[src/rtl/dht11_pkg.sv]
// dht11_pkg
// Shared definitions for the DHT11 responder and its companions:
//   - FSM state encodings, also decoded by the LED status display
//   - default microsecond timing constants, shared with the host controller
//   - frame size and microsecond counter width
//   - the DHT11 checksum function
package dht11_pkg;

    // FSM encodings (4 bits so the LED display can show them directly)
    localparam logic [3:0] ST_IDLE      = 4'd0;
    localparam logic [3:0] ST_HOST_LOW  = 4'd1;
    localparam logic [3:0] ST_TURN      = 4'd2;
    localparam logic [3:0] ST_RESP_LOW  = 4'd3;
    localparam logic [3:0] ST_RESP_HIGH = 4'd4;
    localparam logic [3:0] ST_BIT_LOW   = 4'd5;
    localparam logic [3:0] ST_BIT_HIGH  = 4'd6;
    localparam logic [3:0] ST_EOF_LOW   = 4'd7;

    // Default protocol timing, in microseconds
    localparam int DEF_CLKS_PER_US  = 100;
    localparam int DEF_START_MIN_US = 18000;
    localparam int DEF_TURN_US      = 30;
    localparam int DEF_RESP_LOW_US  = 80;
    localparam int DEF_RESP_HIGH_US = 80;
    localparam int DEF_BIT_LOW_US   = 50;
    localparam int DEF_ZERO_HIGH_US = 26;
    localparam int DEF_ONE_HIGH_US  = 70;

    // Frame: hum_int, hum_dec, tmp_int, tmp_dec, checksum
    localparam int FRAME_BITS = 40;

    // Wide enough for the longest phase (the start-pulse qualifier)
    localparam int US_W = 16;

    // Byte sum modulo 256
    function automatic logic [7:0] dht11_csum(
        input logic [7:0] b0,
        input logic [7:0] b1,
        input logic [7:0] b2,
        input logic [7:0] b3
    );
        return b0 + b1 + b2 + b3;
    endfunction

endpackage

[src/rtl/dht11_us_tick.sv]
// dht11_us_tick
// Microsecond prescaler. Emits a one-clock tick every CLKS_PER_US clocks.
// A synchronous restart forces the count back to zero, so the first tick
// after a restart arrives exactly CLKS_PER_US clocks later.
// Ports:
//   clk      system clock
//   rst      asynchronous active-high reset
//   restart  synchronous restart of the prescaler
//   tick     one-clock pulse per microsecond
module dht11_us_tick #(
    parameter int CLKS_PER_US = 100
) (
    input  logic clk,
    input  logic rst,
    input  logic restart,
    output logic tick
);

    localparam int CW = (CLKS_PER_US > 1) ? $clog2(CLKS_PER_US) : 1;
    localparam logic [CW-1:0] LAST = CW'(CLKS_PER_US - 1);

    logic [CW-1:0] cnt_reg;

    always_ff @(posedge clk or posedge rst) begin
        if (rst) begin
            cnt_reg <= '0;
        end else if (restart || cnt_reg == LAST) begin
            cnt_reg <= '0;
        end else begin
            cnt_reg <= cnt_reg + 1'b1;
        end
    end

    assign tick = (cnt_reg == LAST);

endmodule

[src/rtl/dht11_responder.sv]
// dht11_responder
// Device-side DHT11 emulator. Qualifies a host start pulse on the open-drain
// line, answers with the 80/80 us handshake and serialises a 40-bit frame
// {hum_int, hum_dec, tmp_int, tmp_dec, csum}, MSB first.
// Ports:
//   clk           system clock
//   rst           asynchronous active-high reset
//   dht_in        sensed bus level (asynchronous, 1 = high)
//   dht_oe        1 = pull the bus low, 0 = release (registered)
//   hum_int..tmp_dec  payload bytes, captured at start acceptance
//   csum_err_inj  invert checksum bit 0 for the frame being captured
//   busy          high from start acceptance until the frame ends
//   frame_done    one-cycle pulse at the end of a complete frame
//   abort         one-cycle pulse when a collision ends the frame
//   state         current FSM encoding for the LED display
module dht11_responder
    import dht11_pkg::*;
#(
    parameter int CLKS_PER_US  = DEF_CLKS_PER_US,
    parameter int START_MIN_US = DEF_START_MIN_US,
    parameter int TURN_US      = DEF_TURN_US,
    parameter int RESP_LOW_US  = DEF_RESP_LOW_US,
    parameter int RESP_HIGH_US = DEF_RESP_HIGH_US,
    parameter int BIT_LOW_US   = DEF_BIT_LOW_US,
    parameter int ZERO_HIGH_US = DEF_ZERO_HIGH_US,
    parameter int ONE_HIGH_US  = DEF_ONE_HIGH_US
) (
    input  logic       clk,
    input  logic       rst,
    input  logic       dht_in,
    output logic       dht_oe,
    input  logic [7:0] hum_int,
    input  logic [7:0] hum_dec,
    input  logic [7:0] tmp_int,
    input  logic [7:0] tmp_dec,
    input  logic       csum_err_inj,
    output logic       busy,
    output logic       frame_done,
    output logic       abort,
    output logic [3:0] state
);

    // Last microsecond index of each timed phase
    localparam logic [US_W-1:0] START_LIM      = US_W'(START_MIN_US);
    localparam logic [US_W-1:0] TURN_LAST      = US_W'(TURN_US - 1);
    localparam logic [US_W-1:0] RESP_LOW_LAST  = US_W'(RESP_LOW_US - 1);
    localparam logic [US_W-1:0] RESP_HIGH_LAST = US_W'(RESP_HIGH_US - 1);
    localparam logic [US_W-1:0] BIT_LOW_LAST   = US_W'(BIT_LOW_US - 1);
    localparam logic [US_W-1:0] ZERO_LAST      = US_W'(ZERO_HIGH_US - 1);
    localparam logic [US_W-1:0] ONE_LAST       = US_W'(ONE_HIGH_US - 1);
    localparam logic [5:0]      LAST_BIT       = 6'(FRAME_BITS - 1);

    logic [1:0]            sync_reg;
    logic                  bus_lvl;
    logic [3:0]            state_reg, state_next;
    logic [US_W-1:0]       us_cnt_reg;
    logic [5:0]            bit_cnt_reg;
    logic [FRAME_BITS-1:0] shift_reg;
    logic                  dht_oe_reg, frame_done_reg, abort_reg;
    logic                  tick, restart;
    logic [US_W-1:0]       phase_last;
    logic                  phase_end, collision, host_low_sat, turn_entry, bit_advance;

    // Two-flop synchroniser; resets to the idle (high) bus level
    always_ff @(posedge clk or posedge rst) begin
        if (rst) begin
            sync_reg <= 2'b11;
        end else begin
            sync_reg <= {sync_reg[0], dht_in};
        end
    end
    assign bus_lvl = sync_reg[1];

    // Every state entry restarts the prescaler, so phases are exact multiples
    // of CLKS_PER_US clocks.
    assign restart = (state_next != state_reg);

    dht11_us_tick #(
        .CLKS_PER_US(CLKS_PER_US)
    ) u_us_tick (
        .clk    (clk),
        .rst    (rst),
        .restart(restart),
        .tick   (tick)
    );

    always_comb begin
        phase_last = '0;
        case (state_reg)
            ST_TURN:      phase_last = TURN_LAST;
            ST_RESP_LOW:  phase_last = RESP_LOW_LAST;
            ST_RESP_HIGH: phase_last = RESP_HIGH_LAST;
            ST_BIT_LOW:   phase_last = BIT_LOW_LAST;
            ST_BIT_HIGH:  phase_last = shift_reg[FRAME_BITS-1] ? ONE_LAST : ZERO_LAST;
            ST_EOF_LOW:   phase_last = BIT_LOW_LAST;
            default:      phase_last = '0;
        endcase
    end

    assign phase_end    = tick && (us_cnt_reg == phase_last);
    assign host_low_sat = (us_cnt_reg >= START_LIM);

    // During the first microsecond of a released phase the synchroniser may
    // still show our own preceding low, so the bus is only trusted from tick 1.
    assign collision = ((state_reg == ST_RESP_HIGH) || (state_reg == ST_BIT_HIGH))
                       && (us_cnt_reg != '0) && !bus_lvl;

    always_comb begin
        state_next = state_reg;
        case (state_reg)
            ST_IDLE:      if (!bus_lvl) state_next = ST_HOST_LOW;
            ST_HOST_LOW:  if (bus_lvl) state_next = host_low_sat ? ST_TURN : ST_IDLE;
            ST_TURN:      if (phase_end) state_next = ST_RESP_LOW;
            ST_RESP_LOW:  if (phase_end) state_next = ST_RESP_HIGH;
            ST_RESP_HIGH: begin
                if (collision)      state_next = ST_IDLE;
                else if (phase_end) state_next = ST_BIT_LOW;
            end
            ST_BIT_LOW:   if (phase_end) state_next = ST_BIT_HIGH;
            ST_BIT_HIGH: begin
                if (collision)      state_next = ST_IDLE;
                else if (phase_end) state_next = (bit_cnt_reg == LAST_BIT) ? ST_EOF_LOW : ST_BIT_LOW;
            end
            ST_EOF_LOW:   if (phase_end) state_next = ST_IDLE;
            default:      state_next = ST_IDLE;
        endcase
    end

    assign turn_entry  = (state_next == ST_TURN) && (state_reg != ST_TURN);
    assign bit_advance = (state_reg == ST_BIT_HIGH) && (state_next == ST_BIT_LOW);

    always_ff @(posedge clk or posedge rst) begin
        if (rst) begin
            state_reg      <= ST_IDLE;
            us_cnt_reg     <= '0;
            bit_cnt_reg    <= '0;
            shift_reg      <= '0;
            dht_oe_reg     <= 1'b0;
            frame_done_reg <= 1'b0;
            abort_reg      <= 1'b0;
        end else begin
            state_reg <= state_next;

            // Microsecond count within the current phase. Idle needs no
            // count, and the start qualifier saturates at its threshold.
            if (restart) begin
                us_cnt_reg <= '0;
            end else if (tick && (state_reg != ST_IDLE)
                         && !((state_reg == ST_HOST_LOW) && host_low_sat)) begin
                us_cnt_reg <= us_cnt_reg + 1'b1;
            end

            // Payload is frozen here; later input changes do not affect the frame
            if (turn_entry) begin
                bit_cnt_reg <= '0;
                shift_reg   <= {hum_int, hum_dec, tmp_int, tmp_dec,
                                dht11_csum(hum_int, hum_dec, tmp_int, tmp_dec)
                                ^ {7'd0, csum_err_inj}};
            end else if (bit_advance) begin
                bit_cnt_reg <= bit_cnt_reg + 1'b1;
                shift_reg   <= {shift_reg[FRAME_BITS-2:0], 1'b0};
            end

            // Driven from the next state so the pin changes with the state
            dht_oe_reg     <= (state_next == ST_RESP_LOW) || (state_next == ST_BIT_LOW)
                              || (state_next == ST_EOF_LOW);
            frame_done_reg <= (state_reg == ST_EOF_LOW) && (state_next == ST_IDLE);
            abort_reg      <= collision;
        end
    end

    assign dht_oe     = dht_oe_reg;
    assign frame_done = frame_done_reg;
    assign abort      = abort_reg;
    assign state      = state_reg;
    assign busy       = (state_reg >= ST_TURN);

endmodule

[config.mk]
export PLATFORM = sky130hd
export DESIGN_NAME = dht11_responder
export DESIGN_NICKNAME = d
export VERILOG_FILES = /design/src/rtl/dht11_pkg.sv /design/src/rtl/dht11_us_tick.sv /design/src/rtl/dht11_responder.sv
export SDC_FILE = /design/constraint.sdc
export NUM_CORES = 1
export LEC_CHECK = 0
export ABC_AREA = 1
export BUFFER_PORTS_ARGS = -buffer_cell sky130_fd_sc_hd__buf_2
export CAP_MARGIN = 20
export CELL_PAD_IN_SITES_DETAIL_PLACEMENT = 2
export CELL_PAD_IN_SITES_GLOBAL_PLACEMENT = 2
export CORE_UTILIZATION = 39
export CTS_CLUSTER_DIAMETER = 60
export DETAILED_ROUTE_END_ITERATION = 16
export GPL_TIMING_DRIVEN = 0
export PLACE_DENSITY_LB_ADDON = 0.12
export SLEW_MARGIN = 40
export SYNTH_ARGS = -nofsm -noshare
export SYNTH_HDL_FRONTEND = slang
export SYNTH_SLANG_ARGS = --single-unit
[constraint.sdc]
create_clock -name clk -period 7.05 [get_ports clk]
set_input_delay 0.705 -clock clk [delete_from_list [all_inputs] [get_ports clk]]
set_output_delay 0.705 -clock clk [all_outputs]
set_load 0.01 [all_outputs]
* Word-level counts from Yosys, hierarchy flattened
Cells that the tools add are included.
** Operators by class
- Add/subtract/negate cells :: 6
- Magnitude comparators :: 2
- Equality and inequality tests :: 16
- Multiplexer cells :: 22
- Bitwise logic cells :: 1
- Reductions and logical operators :: 23
** Operators by type and width (number)
- $mux W40 :: 2
- $mux W4 :: 10
- $mux W16 :: 2
- $pmux W4 S8 :: 1
- $pmux W7 S4 :: 1
- $add A8 B8 Y8 :: 3
- $eq A4 B3 Y1 const B :: 6
- $add A16 B1 Y16 const B :: 1
- $eq A16 B16 Y1 :: 1
- $eq A4 B2 Y1 const B :: 4
- $ge A16 B15 Y1 const B :: 1
- $reduce_bool A16 Y1 :: 1
- $mux W7 :: 2
- $mux W6 :: 2
- $logic_and A1 B1 Y1 :: 9
- $logic_not A4 Y1 :: 2
- $xor A8 B1 Y8 :: 1
- $add A7 B1 Y7 const B :: 1
- $eq A7 B7 Y1 const B :: 1
- $add A6 B1 Y6 const B :: 1
- $eq A6 B6 Y1 const B :: 1
- $eq A4 B1 Y1 const B :: 1
- $ge A4 B2 Y1 const B :: 1
- $logic_or A1 B1 Y1 :: 4
- 7 further kinds :: 11
** Word-level totals
- Register bits after elaboration :: 78
- Bits of input ports :: 36
- Output and inout bits :: 8

* Logic depth before layout (Yosys ltp)
- Word-level depth :: 12
- Mapped depth :: 20

* Cells and area by module
Synthesis repeated with hierarchy kept, for this count alone.
** Unflattened totals
- Cells, all modules :: 636
- Area total of the unflattened synthesis :: 5027.3 µm²
** Modules (own cells, without submodules)
- dht11_responder :: times used 1, cells each 593, area an instance 4655.7 µm²
- dht11_us_tick :: times used 1, cells each 43, area an instance 371.6 µm²

* Worst setup path before layout
OpenSTA, ideal clock, no wires.
- Path kind :: input to register
- From :: input hum_int[1]
- To :: register shift_reg[7]
- Data arrival time :: 3.197 ns
- Setup slack :: 3.727 ns
- Cell stages on the path :: 16
- Buffers on the path :: 0
- Cells stage by stage :: fa_1 fa_1 ha_1 inv_1 fa_1 inv_1 a21oi_1 o21bai_1 nand2_1 nand2_1 a21oi_1 xor2_1 xor2_1 o21ai_0 nand2_1 o21ai_0
** Between the ends
- Word-level cells in the longest chain between the ends :: 5
** Ends and longest elaborated chain
- start: declaration :: RTL line dht11_responder.sv:32 : input logic [7:0] hum_int,
- $add A8 B8 Y8 (3 in series) :: RTL line dht11_pkg.sv:42 : return b0 + b1 + b2 + b3;
- $xor A8 B1 Y8 :: RTL line dht11_responder.sv:158 : ^ {7'd0, csum_err_inj}};
- $mux W40 :: RTL line dht11_responder.sv:154 : if (turn_entry) begin
- end signal: assignment :: RTL line dht11_responder.sv:156 : shift_reg <= {hum_int, hum_dec, tmp_int, tmp_dec,
- end signal: assignment :: RTL line dht11_responder.sv:161 : shift_reg <= {shift_reg[FRAME_BITS-2:0], 1'b0};
- end: declaration :: RTL line dht11_responder.sv:58 : logic [FRAME_BITS-1:0] shift_reg;
Every way passes these cells.
A chain may end at the register's enable or synchronous reset.

* Worst setup path after layout
Same ends and word-level chain as after synthesis.

==> flow_summary.yaml <==
detailed_routing:
  drtAntennaViolNets: 0
  firstDrtPassIters: 5
  finalWirelength_um: 15600
  remaining_drcs: 0
  detail_route.iter0.violations: 156
  avgRoutedWirePerCell_um: 19.8
  num_vias: 4243
  route.detailed.vias_per_inst: 5.41
layout:
  design.final.nets: 698
  antenna_cells_inserted: 0
  fillCellCount: 1338
  area_growth_syn_to_layout_pct: 16.1
  final_layout_size_suffix_gt1_share_pct: 17.3
  layout.core_utilization_pct: 47.3
  stdcell_area_um2: 5500
  largest_reg_flops: 40
  seq_area_um2: 1950
  multi_input_area_um2: 2440
synth:
  postSynthAreaPerCell_um2: 8.13
  synth_top_cell_by_area: "sky130_fd_sc_hd__dfrtp_1"
  synth.net_count: 643
  synth.distinct_cells: 41
  syn_inst: 582
  synth_async_sr_flop_share_pct: 100
  yosys-top-cells-area: "sky130_fd_sc_hd__dfrtp_1, sky130_fd_sc_hd__nand2_1, sky130_fd_sc_hd__nand3_1"
  synth_top_area_share_pct: 40.2
  synth_enable_flop_cells: 0
  synth.cell_area_um2: 4730
  synth-seq-area-share_pct: 41.3
  ys_warn_count: 0
  ys_ff_latch: 78
  ys_dominant_reg_cell: "sky130_fd_sc_hd__dfrtp_1"
sta:
  rsz0062_at_grt: "no"
  finalSetupViolCount: 0
  worst_pin_slew_ps: 583
  achievable-frequency_ghz: 0.266
  period_share_pct: 53.4
  setup_tns_ps: 0
  period_needed_ps: 3760
  fin_worst_skew_ps: 6.05
  timing.final.max_slew_violations: 0
  slew_headroom_pct: 61.1
  hold_viol: 0
global_routing:
  grt_max_degree: 51
  grt_first_pass_wirelength_um: 25800
  overall_global_routing_usage_pct: 27.0
  first_global_vias: 4778
  antenna_found_initial: 0
  grt_overflow_total: 0
cts:
  tritoncts.num_buffers: 9
  cts_root_buf: "sky130_fd_sc_hd__clkbuf_16"
  cts_hold_repair.buffers: 0
  post_cts_resize_count: 0
  clkSlewWorstSetupHoldPaths_ps: 60
  clock_tree.buffer_depth: 2
  insertion_delay_ps: 350
  cts_tree: "yes"
  post_cts_buffers: 0
  clock_sink_count: 78
  h-tree-depth: 3
power:
  total_leakage_power_nw: 2.57
  irDropWorstVdd_mv: 0.104
  power_density_nw_per_um2: 205
placed_design:
  post-dp-hpwl_um: 11700
  gp_routability_congestion: 0.815
  portBuffers: 43
  dpl-instance-area_um2: 5160
floorplan:
  floorplan.die_area_um2: 12600
  core_region_area_um2: 11600
  floorplan.initialDensity_pct: 40.8
  die_x_um: 112
  floorplan.die.height_um: 112
  fp_rows: 39
  floorplan.io_pins: 44
worst_setup_path:
  worst_path_max_delay_cell: "sky130_fd_sc_hd__fa_1"
  critPathMaxFanout: 2
  critical_path_data_required_time_ps: 7300
  timing.setup.critical_path_class: "in -> reg"
  worstPathCellList: "buf_2 > fa_1 > fa_1 > ha_1 > inv_1 > fa_1 > inv_1 > a21oi_1 > o21bai_1 > nand2_1 > nand2_1 > a21oi_1 > xor2_1 > xor2_1 > o21ai_0 > nand2_1 > o21ai_0"
  worst_path_largest_cell_delay_ps: 530
  critPathLaunchType: "input pin"
  worst_ep_arrival_time_ps: 4010
  worst_setup_path_end_kind: "flop"
worst_hold_path:
  hold_path.class: "in -> async"
flow_run:
  drv.max_cap_violation_count: 0
outcome:
  outcome: "finished, final reports clean"
==> synthesized netlist by cell type (2+ instances only) <==
library cell	instances
sky130_fd_sc_hd__a21oi_1	7
sky130_fd_sc_hd__a31oi_1	2
sky130_fd_sc_hd__buf_4	3
sky130_fd_sc_hd__buf_6	5
sky130_fd_sc_hd__clkbuf_1	7
sky130_fd_sc_hd__dfrtp_1	76
sky130_fd_sc_hd__dfstp_2	2
sky130_fd_sc_hd__fa_1	14
sky130_fd_sc_hd__ha_1	11
sky130_fd_sc_hd__inv_1	53
sky130_fd_sc_hd__inv_2	4
sky130_fd_sc_hd__inv_4	2
sky130_fd_sc_hd__nand2_1	146
sky130_fd_sc_hd__nand2_2	5
sky130_fd_sc_hd__nand2_4	4
sky130_fd_sc_hd__nand3_1	77
sky130_fd_sc_hd__nand4_1	11
sky130_fd_sc_hd__nor2_1	42
sky130_fd_sc_hd__nor2_2	17
sky130_fd_sc_hd__nor2_4	2
sky130_fd_sc_hd__nor3_1	10
sky130_fd_sc_hd__o21ai_0	31
sky130_fd_sc_hd__o21ai_1	5
sky130_fd_sc_hd__or2_2	2
sky130_fd_sc_hd__xnor2_1	8
sky130_fd_sc_hd__xor2_1	21
==> metal layers <==
layer / vias up / wire (um) / GRT usage [%]
met5: - / 0 / 0
met3: 22 / 270 / 3.24
li1: 1979 / - / -
met2: 59 / 8230 / 49.6
met4: 0 / 367 / 10.3
met1: 2183 / 6700 / 32.3
==> path summary, 6_finish.rpt <==
path / start / slack (ps) / depth (start not counted) / end
hold reg to reg: sync_reg[0] / 360 / 0 / sync_reg[1]
min in group clk: sync_reg[0] / 360 / 0 / sync_reg[1]
setup / recovery: hum_int[1] / 3290 / 17 / shift_reg[7]
max in group asynchronous: rst / 6120 / 3 / sync_reg[1]
hold / removal: rst / 330 / 2 / us_cnt_reg[9]
setup reg to reg: us_cnt_reg[13] / 4240 / 15 / shift_reg[2]
==> where the power goes <==
group / switching (W) / internal (W) / total [W]
clock: 0.000194 / 0.000339 / 0.000532
combinational: 0.0000857 / 0.0000572 / 0.000143
sequential: 0.00000233 / 0.000450 / 0.000452
==> final cells by class <==
class	instances	share of cell area, %
clock buffer	13	4.92
multi-input combinational	428	44.4
inverter	60	4.28
clock inverter	3	1.18
tap	143	3.26
sequential	78	35.6
buffer	16	2.00
timing repair buffer	44	4.42
==> cells in the final DEF, fill, tap and decap left out, drive strengths merged <==
cell,instances
o31ai,1
a21boi,1
nand3b,1
bufinv,2
nand3,79
fa,14
nand2,155
ha,11
clkinv,2
o21ai,36
mux2,1
o21bai,1
inv,59
o211ai,1
nor2,61
buf,53
clkbuf,20
dfstp,2
nor3,10
o22ai,1
or3,1
or2,2
xnor2,8
conb,1
a21oi,7
nand4,12
xor2,21
and2,1
a31oi,2
dfrtp,76
==> kinds of logic (layout without fill, tap and decap cells) <==
kind of cell             Yosys count  after routing  share of synthesized area, %
AO/OA/AOI/OAI                     50             50                          5.58
XOR/XNOR                          29             29                          5.37
adder cells (fa/ha/maj)           25             25                          8.83
buffers and inverters             76            136                          7.19
flip-flops                        78             78                          41.3
multiplexers                       1              1                         0.238
other                              1              1                        0.0792
AND/OR/NAND/NOR                  322            322                          31.4
==> critical path: cells and delay by family <==
kind	cells	cell delay, ps
simple gates	3	280
buf+inv	3	260
fa+ha+maj	4	1570
compound gates	5	870
xor+xnor	2	310
==> per-stage QoR <==
stage | total power, W | hold WS (ps) | worst slack, ps | instances
floorplan | 0.000551 | 345 | 3730 | 582
global placement | 0.000594 | 347 | 3090 | 768
detailed placement | 0.000606 | 353 | 2940 | 769
CTS | 0.00114 | 343 | 3230 | 785
global route | 0.00117 | 355 | 3060 | 785
finish | 0.00113 | 334 | 3290 | 785
(Power assumes the default switching activity.)
